==> src/rtl/misaligned_lsu.sv <==
// RV32I load/store unit: decodes width, lane-shifts data and splits word-crossing
// accesses into two back-to-back accesses on a byte-enabled word memory.
module misaligned_lsu #(
    parameter int unsigned ADDR_BITS = 16
) (
    input  logic                 clock,
    input  logic                 reset,
    input  logic                 req_valid,
    output logic                 req_ready,
    input  logic                 req_we,
    input  logic [2:0]           req_funct3,
    input  logic [31:0]          req_addr,
    input  logic [31:0]          req_wdata,
    output logic                 resp_valid,
    output logic [31:0]          resp_rdata,
    output logic                 resp_err,
    output logic [ADDR_BITS-3:0] mem_address,
    output logic [3:0]           mem_byteena,
    output logic [31:0]          mem_data,
    output logic                 mem_wren,
    input  logic [31:0]          mem_q
);

    localparam int unsigned AW = ADDR_BITS - 2;

    typedef enum logic [1:0] {IDLE, ACC1, ACC2, RESP} state_t;

    state_t         state_q, state_d;
    logic           req_ready_q, req_ready_d;
    logic           we_q, we_d;
    logic [2:0]     f3_q, f3_d;
    logic [1:0]     off_q, off_d;
    logic [31:0]    wdata_q, wdata_d;
    logic [31:0]    acc_q, acc_d;
    logic           resp_valid_q, resp_valid_d;
    logic [31:0]    resp_rdata_q, resp_rdata_d;
    logic           resp_err_q, resp_err_d;
    logic [AW-1:0]  mem_address_q, mem_address_d;
    logic [3:0]     mem_byteena_q, mem_byteena_d;
    logic [31:0]    mem_data_q, mem_data_d;
    logic           mem_wren_q, mem_wren_d;

    logic [7:0]     req_be_wide;
    logic [4:0]     sh_lo, sh_hi;
    logic [31:0]    load_first, load_both;
    logic           unused_addr_hi;

    assign unused_addr_hi = ^req_addr[31:ADDR_BITS];

    function automatic logic is_legal(input logic we, input logic [2:0] f3);
        if (we) return (f3 == 3'b000) || (f3 == 3'b001) || (f3 == 3'b010);
        return (f3 == 3'b000) || (f3 == 3'b001) || (f3 == 3'b010) ||
               (f3 == 3'b100) || (f3 == 3'b101);
    endfunction

    function automatic logic [3:0] size_mask(input logic [2:0] f3);
        case (f3[1:0])
            2'b00:   return 4'b0001;
            2'b01:   return 4'b0011;
            default: return 4'b1111;
        endcase
    endfunction

    function automatic logic crosses(input logic [2:0] f3, input logic [1:0] off);
        return ((f3[1:0] == 2'b01) && (off == 2'd3)) ||
               ((f3[1:0] == 2'b10) && (off != 2'd0));
    endfunction

    // Truncate to access size, then sign- or zero-extend (funct3[2] marks unsigned)
    function automatic logic [31:0] extend(input logic [2:0] f3, input logic [31:0] x);
        case (f3[1:0])
            2'b00:   return f3[2] ? {24'h0, x[7:0]}  : {{24{x[7]}}, x[7:0]};
            2'b01:   return f3[2] ? {16'h0, x[15:0]} : {{16{x[15]}}, x[15:0]};
            default: return x;
        endcase
    endfunction

    assign req_be_wide = {4'b0000, size_mask(req_funct3)} << req_addr[1:0];
    assign sh_lo       = {off_q, 3'b000};
    assign sh_hi       = 5'(6'd32 - {1'b0, off_q, 3'b000});
    assign load_first  = mem_q >> sh_lo;
    assign load_both   = acc_q | (mem_q << sh_hi);

    // Next-state and next-output logic; memory strobes are registered one state early
    always_comb begin
        state_d       = state_q;
        we_d          = we_q;
        f3_d          = f3_q;
        off_d         = off_q;
        wdata_d       = wdata_q;
        acc_d         = acc_q;
        resp_valid_d  = 1'b0;
        resp_rdata_d  = resp_rdata_q;
        resp_err_d    = resp_err_q;
        mem_address_d = mem_address_q;
        mem_byteena_d = 4'b0000;
        mem_data_d    = mem_data_q;
        mem_wren_d    = 1'b0;

        case (state_q)
            IDLE: begin
                if (req_valid) begin
                    we_d    = req_we;
                    f3_d    = req_funct3;
                    off_d   = req_addr[1:0];
                    wdata_d = req_wdata;
                    acc_d   = 32'h0;
                    if (is_legal(req_we, req_funct3)) begin
                        state_d       = ACC1;
                        mem_address_d = req_addr[ADDR_BITS-1:2];
                        mem_byteena_d = req_be_wide[3:0];
                        mem_data_d    = req_wdata << {req_addr[1:0], 3'b000};
                        mem_wren_d    = req_we;
                    end else begin
                        state_d      = RESP;
                        resp_valid_d = 1'b1;
                        resp_err_d   = 1'b1;
                        resp_rdata_d = 32'h0;
                    end
                end
            end
            ACC1: begin
                if (crosses(f3_q, off_q)) begin
                    state_d       = ACC2;
                    acc_d         = load_first;
                    mem_address_d = AW'(mem_address_q + 1'b1);
                    mem_byteena_d = size_mask(f3_q) >> (3'd4 - {1'b0, off_q});
                    mem_data_d    = wdata_q >> sh_hi;
                    mem_wren_d    = we_q;
                end else begin
                    state_d      = RESP;
                    resp_valid_d = 1'b1;
                    resp_err_d   = 1'b0;
                    resp_rdata_d = we_q ? 32'h0 : extend(f3_q, load_first);
                end
            end
            ACC2: begin
                state_d      = RESP;
                resp_valid_d = 1'b1;
                resp_err_d   = 1'b0;
                resp_rdata_d = we_q ? 32'h0 : extend(f3_q, load_both);
            end
            default: state_d = IDLE;
        endcase

        req_ready_d = (state_d == IDLE);
    end

    always_ff @(posedge clock) begin
        if (!reset) begin
            state_q       <= IDLE;
            req_ready_q   <= 1'b1;
            we_q          <= 1'b0;
            f3_q          <= 3'b000;
            off_q         <= 2'b00;
            wdata_q       <= 32'h0;
            acc_q         <= 32'h0;
            resp_valid_q  <= 1'b0;
            resp_rdata_q  <= 32'h0;
            resp_err_q    <= 1'b0;
            mem_address_q <= '0;
            mem_byteena_q <= 4'b0000;
            mem_data_q    <= 32'h0;
            mem_wren_q    <= 1'b0;
        end else begin
            state_q       <= state_d;
            req_ready_q   <= req_ready_d;
            we_q          <= we_d;
            f3_q          <= f3_d;
            off_q         <= off_d;
            wdata_q       <= wdata_d;
            acc_q         <= acc_d;
            resp_valid_q  <= resp_valid_d;
            resp_rdata_q  <= resp_rdata_d;
            resp_err_q    <= resp_err_d;
            mem_address_q <= mem_address_d;
            mem_byteena_q <= mem_byteena_d;
            mem_data_q    <= mem_data_d;
            mem_wren_q    <= mem_wren_d;
        end
    end

    assign req_ready   = req_ready_q;
    assign resp_valid  = resp_valid_q;
    assign resp_rdata  = resp_rdata_q;
    assign resp_err    = resp_err_q;
    assign mem_address = mem_address_q;
    assign mem_byteena = mem_byteena_q;
    assign mem_data    = mem_data_q;
    assign mem_wren    = mem_wren_q;

endmodule

==> config.mk <==
export PLATFORM = sky130hd
export DESIGN_NAME = misaligned_lsu
export DESIGN_NICKNAME = d
export VERILOG_FILES = /design/src/rtl/misaligned_lsu.sv
export SDC_FILE = /design/constraint.sdc
export NUM_CORES = 1
export LEC_CHECK = 0
export ABC_AREA = 1
export BUFFER_PORTS_ARGS = -buffer_cell sky130_fd_sc_hd__buf_2
export CAP_MARGIN = 20
export CORE_MARGIN = 2
export CORE_UTILIZATION = 49
export CTS_CLUSTER_SIZE = 30
export DETAILED_ROUTE_END_ITERATION = 7
export HOLD_SLACK_MARGIN = 0.06
export PLACE_DENSITY = 0.81
export SYNTH_ARGS = -nofsm -noshare
export SYNTH_HDL_FRONTEND = slang
export SYNTH_SLANG_ARGS = --single-unit
export TNS_END_PERCENT = 30
==> constraint.sdc <==
create_clock -name clock -period 2.19 [get_ports clock]
set_input_delay 0.1095 -clock clock [delete_from_list [all_inputs] [get_ports clock]]
set_output_delay 0.1095 -clock clock [all_outputs]
set_load 0.05 [all_outputs]
==> out/metrics.json, run 1 <==
{
  "setup_viol_count_final": {"value": 0},
  "path_clk_slew": {"value": 0.07, "unit": "ns"},
  "drt_first_iter_violations": {"value": 1371},
  "area_of_the_core": {"value": 17900, "unit": "µm²"},
  "maximum_number_of_pins_on_one_net_before_global_route_repair": {"value": 84},
  "tightest_slew_margin_relative_to_the_limit": {"value": 44.89, "unit": "%"},
  "detail_route.wirelength": {"value": 29680, "unit": "µm"},
  "cap_viol_max_count": {"value": 0},
  "post_cts_buffers": {"value": 0},
  "switching_share": {"value": 51.86, "unit": "%"},
  "worst-slew-pin-transition": {"value": 0.8267, "unit": "ns"},
  "p_clk_share": {"value": 18.1, "unit": "%"},
  "placementRows": {"value": 49},
  "via_count": {"value": 10500},
  "synth-seq-cells": {"value": 158},
  "achievable-frequency": {"value": 0.4944, "unit": "GHz"},
  "grt_antenna_before_repair": {"value": 1},
  "detailed_place_hpwl": {"value": 19900, "unit": "µm"},
  "final.period_utilization": {"value": 92.37, "unit": "%"},
  "seqPwrFrac": {"value": 25.7, "unit": "%"},
  "mappedNetlistNets": {"value": 1513},
  "layout.nets": {"value": 1691},
  "outcome": {"value": "finished, final reports clean"},
  "post-route-min-period": {"value": 2.023, "unit": "ns"},
  "final_cells": {"value": 1824},
  "sequential_share_of_the_synthesized_area": {"value": 35.49, "unit": "%"},
  "total_leakage_power": {"value": 0.004899, "unit": "µW"},
  "synthCells": {"value": 1403},
  "cts_htree_levels": {"value": 4},
  "pwr_density_cell": {"value": 1534, "unit": "nW/µm²"},
  "worst-path-max-fanout": {"value": 15},
  "dieArea": {"value": 19280, "unit": "µm²"},
  "power.internal": {"value": 8123, "unit": "µW"},
  "detail_route.drc_violations": {"value": 0},
  "switching_power": {"value": 8751, "unit": "µW"},
  "postLayoutCellArea": {"value": 11000, "unit": "µm²"},
  "worst_setup_path_start_kind": {"value": "register"},
  "layout.core_utilization": {"value": 61.43, "unit": "%"},
  "final_wtd_congestion": {"value": 0.9856},
  "most-common-layout-cells": {"value": "nand2_1, o21ai_0, buf_2, dfxtp_1, nor2_1"},
  "syn_avg_cell_area": {"value": 6.352, "unit": "µm²"},
  "clock_path_buffers": {"value": 2},
  "initial_core_util": {"value": 49.78, "unit": "%"},
  "p_comb_share": {"value": 56.2, "unit": "%"},
  "drt-vias-per-instance": {"value": 5.754},
  "critical_path_required": {"value": 2.56, "unit": "ns"},
  "clock_latency": {"value": 0.44, "unit": "ns"},
  "clock-skew-final": {"value": 0.01330, "unit": "ns"},
  "area.growth.synth_to_final": {"value": 23.39, "unit": "%"},
  "place_inst": {"value": 1745},
  "timing.critical_path.arrival": {"value": 2.39, "unit": "ns"},
  "final-hold-violation-count": {"value": 0},
  "post_route_cells_drive_above_1_share": {"value": 17.13, "unit": "%"},
  "rsz0062_at_grt": {"value": "yes"},
  "cp-end-kind": {"value": "register"},
  "grt.total_usage": {"value": 29.66, "unit": "%"},
  "ios": {"value": 189},
  "ys_warn_count": {"value": 0},
  "grt_overflow_total": {"value": 0},
  "die_h": {"value": 138.9, "unit": "µm"},
  "mapped_area": {"value": 8912, "unit": "µm²"},
  "cp_slowest_cell": {"value": "inv_1"},
  "vdd_ir_drop_max": {"value": 876.0, "unit": "µV"},
  "detail_route.first_pass.iterations": {"value": 6},
  "number_of_buffers_added_by_the_clock_tree_synthesis_step": {"value": 17},
  "critical_path_class": {"value": "register to register"},
  "numPortBuffers": {"value": 172},
  "critical_path.cell_chain": {"value": "inv_1 > ha_2 > inv_2 > nand2_1 > inv_1 > o21ai_0 > o211ai_1 > nand2_1 > a21oi_1"},
  "grt_pass1_vias": {"value": 9490},
  "post_synth_num_cell_types": {"value": 40},
  "placed_area": {"value": 9927, "unit": "µm²"},
  "final_common_cell": {"value": "nand2_1"},
  "antenna_left": {"value": 0},
  "critical-path-max-stage-delay": {"value": 0.40, "unit": "ns"},
  "chipWidth": {"value": 138.9, "unit": "µm"},
  "hold_path.class": {"value": "input pin to register"},
  "clockRootBuffer": {"value": "clkbuf_16"},
  "numClockSinks": {"value": 158},
  "tritoncts": {"value": "built"},
  "finalMaxSlewViolations": {"value": 0},
  "global_route_wire_length_before_repair": {"value": 46910, "unit": "µm"},
  "wl_per_cell": {"value": 16.27, "unit": "µm"}
}
path summary, 6_finish.rpt:
check | start | endpoint | slack [ns] | depth (start not counted)
max reg2reg | state_q[1] | mem_data[22] | 0.17 | 9
min | req_funct3[1] | f3_q[1] | 0.09 | 3
min reg2reg | resp_rdata[5] | resp_rdata[5] | 0.46 | 2
max | state_q[1] | mem_data[22] | 0.17 | 9
stage by stage:
stage / hold slack [ns] / TNS (ns) / total power, µW / setup slack [ns]
floorplan: 0.2526 / 0 / 11280 / 0.006470
global placement: 0.3700 / 0 / 13400 / 0.2431
detailed placement: 0.3832 / 0 / 13560 / 0.1620
CTS: 0.07289 / 0 / 16690 / 0.1463
global route: 0.09704 / -0.004935 / 17940 / -0.004935
finish: 0.08513 / 0 / 16870 / 0.1672
power groups by stage:
| stage | combinational (µW) | clock [µW] | sequential [µW] |
|---|---|---|---|
| finish | 9480 | 3060 | 4340 |
| global route | 10300 | 3220 | 4420 |
| CTS | 9290 | 3070 | 4320 |
| detailed placement | 9190 | 0 | 4370 |
| global placement | 9050 | 0 | 4350 |
| floorplan | 5320 | 0 | 5960 |
synth_stat cells, drive strengths merged:
cell     instances  area, µm²
nand3b           1      7.510
o2111ai          1      8.760
nor2           157      599.3
a22oi            1      7.510
buf             51      320.3
o211ai          23      172.7
dfxtp          158       3163
nor3            13      65.06
o21ai          185      929.6
o22ai            3      18.77
clkinv           1      3.750
nand3           95      510.5
a21oi          144      724.5
a211oi           9      67.56
and2             1      6.260
nor4             2      12.51
a32oi            1      8.760
ha               7      87.58
or2              2      12.51
nand2          385       1453
a311oi           1      8.760
inv             80      300.3
nand4           12      75.07
xor2             1      8.760
a31oi            8      50.05
clkbuf          49      185.2
o221ai          12      105.1
area by class of cell:
type	count	area, µm²
fillers	1659	6905
multi-input cells	1064	4954
flip-flops and latches	158	3164
repair buffers	259	1683
clock buffers	17	425.4
inverters	81	309.0
well taps	229	286.5
clock inverters	15	172.7
diodes	1	2.502
state kept, by name, indices dropped and copies added, names as in the netlist:
register	flops
state_q	2
wdata_q	32
resp_rdata	32
mem_address	14
mem_byteena	4
f3_q	3
mem_data	32
we_q	1
resp_valid	1
mem_wren	1
off_q	2
acc_q	32
resp_err	1
req_ready	1
cell families after synthesis:
kind of cell    share of synthesized area [%]
compound gates                          23.59
simple gates                            30.76
xor+xnor                              0.09829
flops                                   35.49
fa+ha+maj                              0.9827
buf+inv                                 9.083
critical path: cells and delay by family (launching register included):
kind	cells	cell delay [ns]
buffers and inverters	3	0.63
AO/OA/AOI/OAI	3	0.55
flip-flops	1	0.36
adder cells (fa/ha/maj)	1	0.25
AND/OR/NAND/NOR	2	0.18
metal layers:
metal	global-route usage, %	vias up	routed length [µm]
met2	48.79	598	13800
met3	5.870	137	2816
met4	15.36	0	1420
met1	36.96	4717	11640
met5	0	-	0
li1	-	5043	-
repair_timing:
action / in CTS / in global routing
hold buffers: 46 / 0
endpoints found under the setup margin: 0 / 15
endpoints found under the hold margin: 47 / 0
gates resized for setup: 0 / 2
Power figures use the tool's default switching activity.
==> run 2: changes to the inputs <==
- CELL_PAD_IN_SITES_DETAIL_PLACEMENT: default -> 1
- CELL_PAD_IN_SITES_GLOBAL_PLACEMENT: default -> 2
- CORE_UTILIZATION: 49 -> 26
==> out/metrics.json, run 2 (synthesis gave the netlist of run 1 again) <==
{
  "via_count": {"value": 10360},
  "placementRows": {"value": 67},
  "rsz0062_at_grt": {"value": "no"},
  "antenna_left": {"value": 0},
  "critical_path_class": {"value": "register to register"},
  "wl_per_cell": {"value": 18.05, "unit": "µm"},
  "power.internal": {"value": 8374, "unit": "µW"},
  "p_comb_share": {"value": 57.9, "unit": "%"},
  "critical-path-max-stage-delay": {"value": 0.37, "unit": "ns"},
  "global_route_wire_length_before_repair": {"value": 58970, "unit": "µm"},
  "grt.total_usage": {"value": 20.96, "unit": "%"},
  "timing.critical_path.arrival": {"value": 2.39, "unit": "ns"},
  "area_of_the_core": {"value": 33620, "unit": "µm²"},
  "post_route_cells_drive_above_1_share": {"value": 17.78, "unit": "%"},
  "maximum_number_of_pins_on_one_net_before_global_route_repair": {"value": 84},
  "cp-end-kind": {"value": "register"},
  "grt_overflow_total": {"value": 0},
  "clockRootBuffer": {"value": "clkbuf_16"},
  "setup_viol_count_final": {"value": 0},
  "area.growth.synth_to_final": {"value": 28.91, "unit": "%"},
  "grt_pass1_vias": {"value": 10620},
  "final_wtd_congestion": {"value": 0.8507},
  "pwr_density_cell": {"value": 1532, "unit": "nW/µm²"},
  "cts_htree_levels": {"value": 4},
  "chipWidth": {"value": 189.1, "unit": "µm"},
  "worst_setup_path_start_kind": {"value": "register"},
  "cap_viol_max_count": {"value": 0},
  "total_leakage_power": {"value": 0.004983, "unit": "µW"},
  "number_of_buffers_added_by_the_clock_tree_synthesis_step": {"value": 17},
  "place_inst": {"value": 1976},
  "vdd_ir_drop_max": {"value": 682.2, "unit": "µV"},
  "final_cells": {"value": 2059},
  "dieArea": {"value": 35780, "unit": "µm²"},
  "numClockSinks": {"value": 158},
  "path_clk_slew": {"value": 0.07, "unit": "ns"},
  "worst-path-max-fanout": {"value": 32},
  "switching_share": {"value": 52.42, "unit": "%"},
  "p_clk_share": {"value": 17.4, "unit": "%"},
  "tightest_slew_margin_relative_to_the_limit": {"value": 39.52, "unit": "%"},
  "final-hold-violation-count": {"value": 0},
  "detail_route.drc_violations": {"value": 0},
  "grt_antenna_before_repair": {"value": 2},
  "critical_path_required": {"value": 2.56, "unit": "ns"},
  "final.setup.tns": {"value": 0, "unit": "ns"},
  "achievable-frequency": {"value": 0.4960, "unit": "GHz"},
  "numPortBuffers": {"value": 172},
  "finalMaxSlewViolations": {"value": 0},
  "most-common-layout-cells": {"value": "nand2_1, o21ai_0, buf_2, dfxtp_1, nor2_1"},
  "detail_route.first_pass.iterations": {"value": 5},
  "critPathTopFamily": {"value": "simple AND/OR/NAND/NOR gates"},
  "post-route-min-period": {"value": 2.016, "unit": "ns"},
  "critPathMostFrequentCell": {"value": "nand2_1"},
  "switching_power": {"value": 9227, "unit": "µW"},
  "detailed_place_hpwl": {"value": 25090, "unit": "µm"},
  "ios": {"value": 189},
  "final.period_utilization": {"value": 92.06, "unit": "%"},
  "critical_path.cell_chain": {"value": "inv_2 > ha_1 > inv_6 > buf_12 > nand2_1 > nand2_1 > nand2_1 > nand2_2 > buf_12 > nand3_1 > nand2_1 > nand2_1 > a21oi_1"},
  "seqPwrFrac": {"value": 24.7, "unit": "%"},
  "layout.nets": {"value": 1706},
  "layout.core_utilization": {"value": 34.18, "unit": "%"},
  "final_common_cell": {"value": "nand2_1"},
  "number_of_fillers_in_the_final_layout": {"value": 4352},
  "clock_path_buffers": {"value": 2},
  "drt_first_iter_violations": {"value": 691},
  "clock-skew-final": {"value": 0.01519, "unit": "ns"},
  "drt-vias-per-instance": {"value": 5.032},
  "hold_path.class": {"value": "input pin to register"},
  "outcome": {"value": "finished, final reports clean"},
  "initial_core_util": {"value": 26.51, "unit": "%"},
  "worst-slew-pin-transition": {"value": 0.9073, "unit": "ns"},
  "die_h": {"value": 189.1, "unit": "µm"},
  "worst-path-buf-inv": {"value": 4},
  "cp_slowest_cell": {"value": "dfxtp_2"},
  "clock_latency": {"value": 0.45, "unit": "ns"},
  "detail_route.wirelength": {"value": 37160, "unit": "µm"},
  "tritoncts": {"value": "built"}
}
run 2: through the flow:
stage / setup WS, ns / total power, µW / area [µm²] / hold WS, ns
after floorplan: 0.006470 / 11280 / 8946 / 0.2526
after global placement: 0.2359 / 14410 / 10400 / 0.3736
after detailed placement: 0.1726 / 14560 / 10400 / 0.3838
after CTS: 0.1479 / 17780 / 11480 / 0.08691
after global routing: 0.009529 / 18950 / 11490 / 0.1342
final: 0.1739 / 17600 / 11490 / 0.1035
run 2: final timing paths:
check / slack, ns / end / start / cells after the start
worst max-delay path: 0.17 / resp_rdata[25] / off_q[0] / 13
worst min-delay path: 0.10 / mem_address[5] / req_addr[7] / 5
worst min register to register: 0.46 / resp_rdata[15] / resp_rdata[15] / 2
worst max register to register: 0.17 / resp_rdata[25] / off_q[0] / 13
run 2: worst min-delay path: stages:
cell and delay [ns]:
buf_2 0.08, nand2_1 0.07, a21oi_1 0.14, a21oi_1 0.05
nor2_1 0.07
run 2: layer usage:
metal  routed length (µm)  track usage (%)  share of wire (%)  vias to the layer above
met5                    0                0                  0                        -
met4                 1001            7.212                2.7                        0
met3                 1972            3.985                5.3                       62
met2                17880            36.07                 48                      269
met1                16300            26.13                 44                     4953
li1                     -                -                  -                     5076
run 2: cell type report:
type	count	area (µm²)	area share, %
multi-input cells	1064	4952	43.11
flip-flops and latches	158	3164	27.54
repair buffers	274	1912	16.64
well taps	448	560.5	4.879
clock buffers	19	452.9	3.942
inverters	81	309.0	2.690
clock inverters	13	132.6	1.154
diodes	2	5.005	0.04356
run 2: power by group through the flow:
stage	registers [µW]	clock network, µW	logic, µW
2_1_floorplan	5960	0	5320
3_3_place_gp	4400	0	10000
3_5_place_dp	4410	0	10100
4_1_cts	4360	3150	10300
5_1_grt	4460	3260	11200
6_report	4350	3060	10200
run 2: repair_timing:
item	in CTS	in global routing
hold buffers	49	0
gates resized for setup	0	1
endpoints found under the hold margin	50	0
setup endpoints to repair	0	1
setup buffers	0	0
==> run 3: changes to the inputs <==
- REMOVE_ABC_BUFFERS: default -> 1
==> out/metrics.json, run 3 (synthesis gave the netlist of run 1 again) <==
{
  "hold_path.startpoint": {"value": "req_addr[8]"},
  "grt.total_usage": {"value": 20.27, "unit": "%"},
  "outcome": {"value": "finished, final reports clean"},
  "clock_latency": {"value": 0.45, "unit": "ns"},
  "num_antenna_cells": {"value": 0},
  "final_common_cell": {"value": "nand2_1"},
  "die_h": {"value": 189.1, "unit": "µm"},
  "grt_overflow_total": {"value": 0},
  "worst-path-max-fanout": {"value": 25},
  "holdPathEnd": {"value": "mem_address[6]"},
  "cap_viol_max_count": {"value": 0},
  "area.growth.synth_to_final": {"value": 28.33, "unit": "%"},
  "post_route_cells_drive_above_1_share": {"value": 17.91, "unit": "%"},
  "final_wtd_congestion": {"value": 0.8140},
  "detail_route.wirelength": {"value": 35840, "unit": "µm"},
  "vdd_ir_drop_max": {"value": 756.1, "unit": "µV"},
  "maximum_number_of_pins_on_one_net_before_global_route_repair": {"value": 84},
  "number_of_buffers_added_by_the_clock_tree_synthesis_step": {"value": 17},
  "tritoncts": {"value": "built"},
  "most-common-layout-cells": {"value": "nand2_1, o21ai_0, buf_2, dfxtp_1, nor2_1"},
  "setup_viol_count_final": {"value": 0},
  "initial_core_util": {"value": 26.51, "unit": "%"},
  "placementRows": {"value": 67},
  "clockRootBuffer": {"value": "clkbuf_16"},
  "rr_endpoint": {"value": "resp_rdata[9]"},
  "clock-skew-final": {"value": 0.01692, "unit": "ns"},
  "total_leakage_power": {"value": 0.004990, "unit": "µW"},
  "worst-r2r-cell-count": {"value": 10},
  "regToRegStartpoint": {"value": "off_q[1]"},
  "place_inst": {"value": 1986},
  "r2r_setup_slack": {"value": 0.22, "unit": "ns"},
  "worst_setup_path_start_kind": {"value": "register"},
  "numClockSinks": {"value": 158},
  "global_route_wire_length_before_repair": {"value": 57200, "unit": "µm"},
  "chipWidth": {"value": 189.1, "unit": "µm"},
  "rsz0062_at_grt": {"value": "no"},
  "grt_pass1_vias": {"value": 10440},
  "cp-end-kind": {"value": "register"},
  "drt-vias-per-instance": {"value": 5.009},
  "cts_htree_levels": {"value": 4},
  "hold_path.class": {"value": "input pin to register"},
  "final_cells": {"value": 2062},
  "grt_antenna_before_repair": {"value": 0},
  "detail_route.drc_violations": {"value": 0},
  "finalMaxSlewViolations": {"value": 0},
  "critical_path_class": {"value": "register to register"},
  "placed_area": {"value": 10440, "unit": "µm²"},
  "post-route-min-period": {"value": 1.969, "unit": "ns"},
  "via_count": {"value": 10330},
  "final-hold-violation-count": {"value": 0},
  "detail_route.first_pass.iterations": {"value": 5},
  "path_clk_slew": {"value": 0.07, "unit": "ns"},
  "final.period_utilization": {"value": 89.90, "unit": "%"},
  "dieArea": {"value": 35780, "unit": "µm²"},
  "critical_path_required": {"value": 2.56, "unit": "ns"},
  "clock_path_buffers": {"value": 2},
  "area_of_the_core": {"value": 33620, "unit": "µm²"},
  "cell_count_of_the_worst_hold_path": {"value": 5},
  "pwr_density_cell": {"value": 1540, "unit": "nW/µm²"},
  "tightest_slew_margin_relative_to_the_limit": {"value": 37.39, "unit": "%"},
  "antenna_left": {"value": 0},
  "postLayoutCellArea": {"value": 11440, "unit": "µm²"},
  "wl_per_cell": {"value": 17.38, "unit": "µm"},
  "ios": {"value": 189},
  "worst-slew-pin-transition": {"value": 0.9391, "unit": "ns"},
  "numPortBuffers": {"value": 172},
  "layout.nets": {"value": 1712},
  "achievable-frequency": {"value": 0.5079, "unit": "GHz"},
  "drt_first_iter_violations": {"value": 608},
  "detailed_place_hpwl": {"value": 24080, "unit": "µm"},
  "timing.critical_path.arrival": {"value": 2.34, "unit": "ns"}
}
## run 3: changes by cell type in the layout (fill, tap and decap cells not counted), sizes merged
cell,before,now
buf,225,235
clkbuf,19,20
clkinv,4,7
clkinvlp,6,3
diode,2,0
dlygate4sd3,49,45
inv,83,81
## run 3: critical path: stages (launching register included)
cell     delay [ns]
dfxtp_1        0.34
inv_1          0.07
ha_1           0.32
inv_4          0.15
buf_4          0.34
a21oi_1        0.12
o21ai_0        0.16
nand2_1        0.07
nand2_1        0.13
nand2_1        0.07
a21oi_1        0.11
## run 3: how the worst max path moves through the flow
stage	from	slack [ns]	cells after the start	end
after floorplan	off_q[0]	-2.27	9	mem_data[5]
after global placement	off_q[1]	0.22	12	mem_address[6]
after detailed placement	off_q[0]	0.18	11	resp_rdata[9]
after CTS	off_q[0]	0.16	11	resp_rdata[9]
after global routing	state_q[0]	0.04	10	mem_address[10]
final	off_q[1]	0.22	10	resp_rdata[9]
## run 3: routing by layer
layer	share of wire, %	vias up	global-route usage (%)
li1	-	5085	-
met4	1.8	0	6.070
met2	46	223	33.38
met5	0	-	0
met3	4.1	44	3.095
met1	48	4977	27.30
## run 3: repair_timing
| action | CTS | global route |
|---|---|---|
| buffers inserted | 0 | 0 |
| hold endpoints to repair | 46 | 0 |
| gates resized for setup | 0 | 4 |
| hold buffers | 45 | 0 |
| setup endpoints to repair | 0 | 13 |
## run 3: report_power, final
part	switching [µW]	leakage (µW)	internal [µW]
Combinational	7340	0.00344	3070
Clock	1310	0.000256	1550
Sequential	555	0.00130	3790
## run 3: area by class of cell
type	instances	area, µm²
Sequential cell	158	3164
Clock buffer	20	436.7
Fill cell	4314	22180
Timing Repair Buffer	280	1929
Multi-Input combinational cell	1064	4945
Inverter	81	306.5
Tap cell	448	560.5
Clock inverter	11	95.09
## run 3: through the flow
step | hold slack [ns] | TNS [ns] | setup slack (ns) | utilization [%] | total power, µW
2_1_floorplan | 0.2299 | -214.79 | -2.270 | - | 10550
3_3_place_gp | 0.3803 | 0 | 0.2159 | 31.06 | 14570
3_5_place_dp | 0.3844 | 0 | 0.1827 | 31.06 | 14730
4_1_cts | 0.06405 | 0 | 0.1563 | 33.99 | 17720
5_1_grt | 0.08920 | 0 | 0.04180 | 34.02 | 18940
6_report | 0.07867 | 0 | 0.2212 | 34.02 | 17610
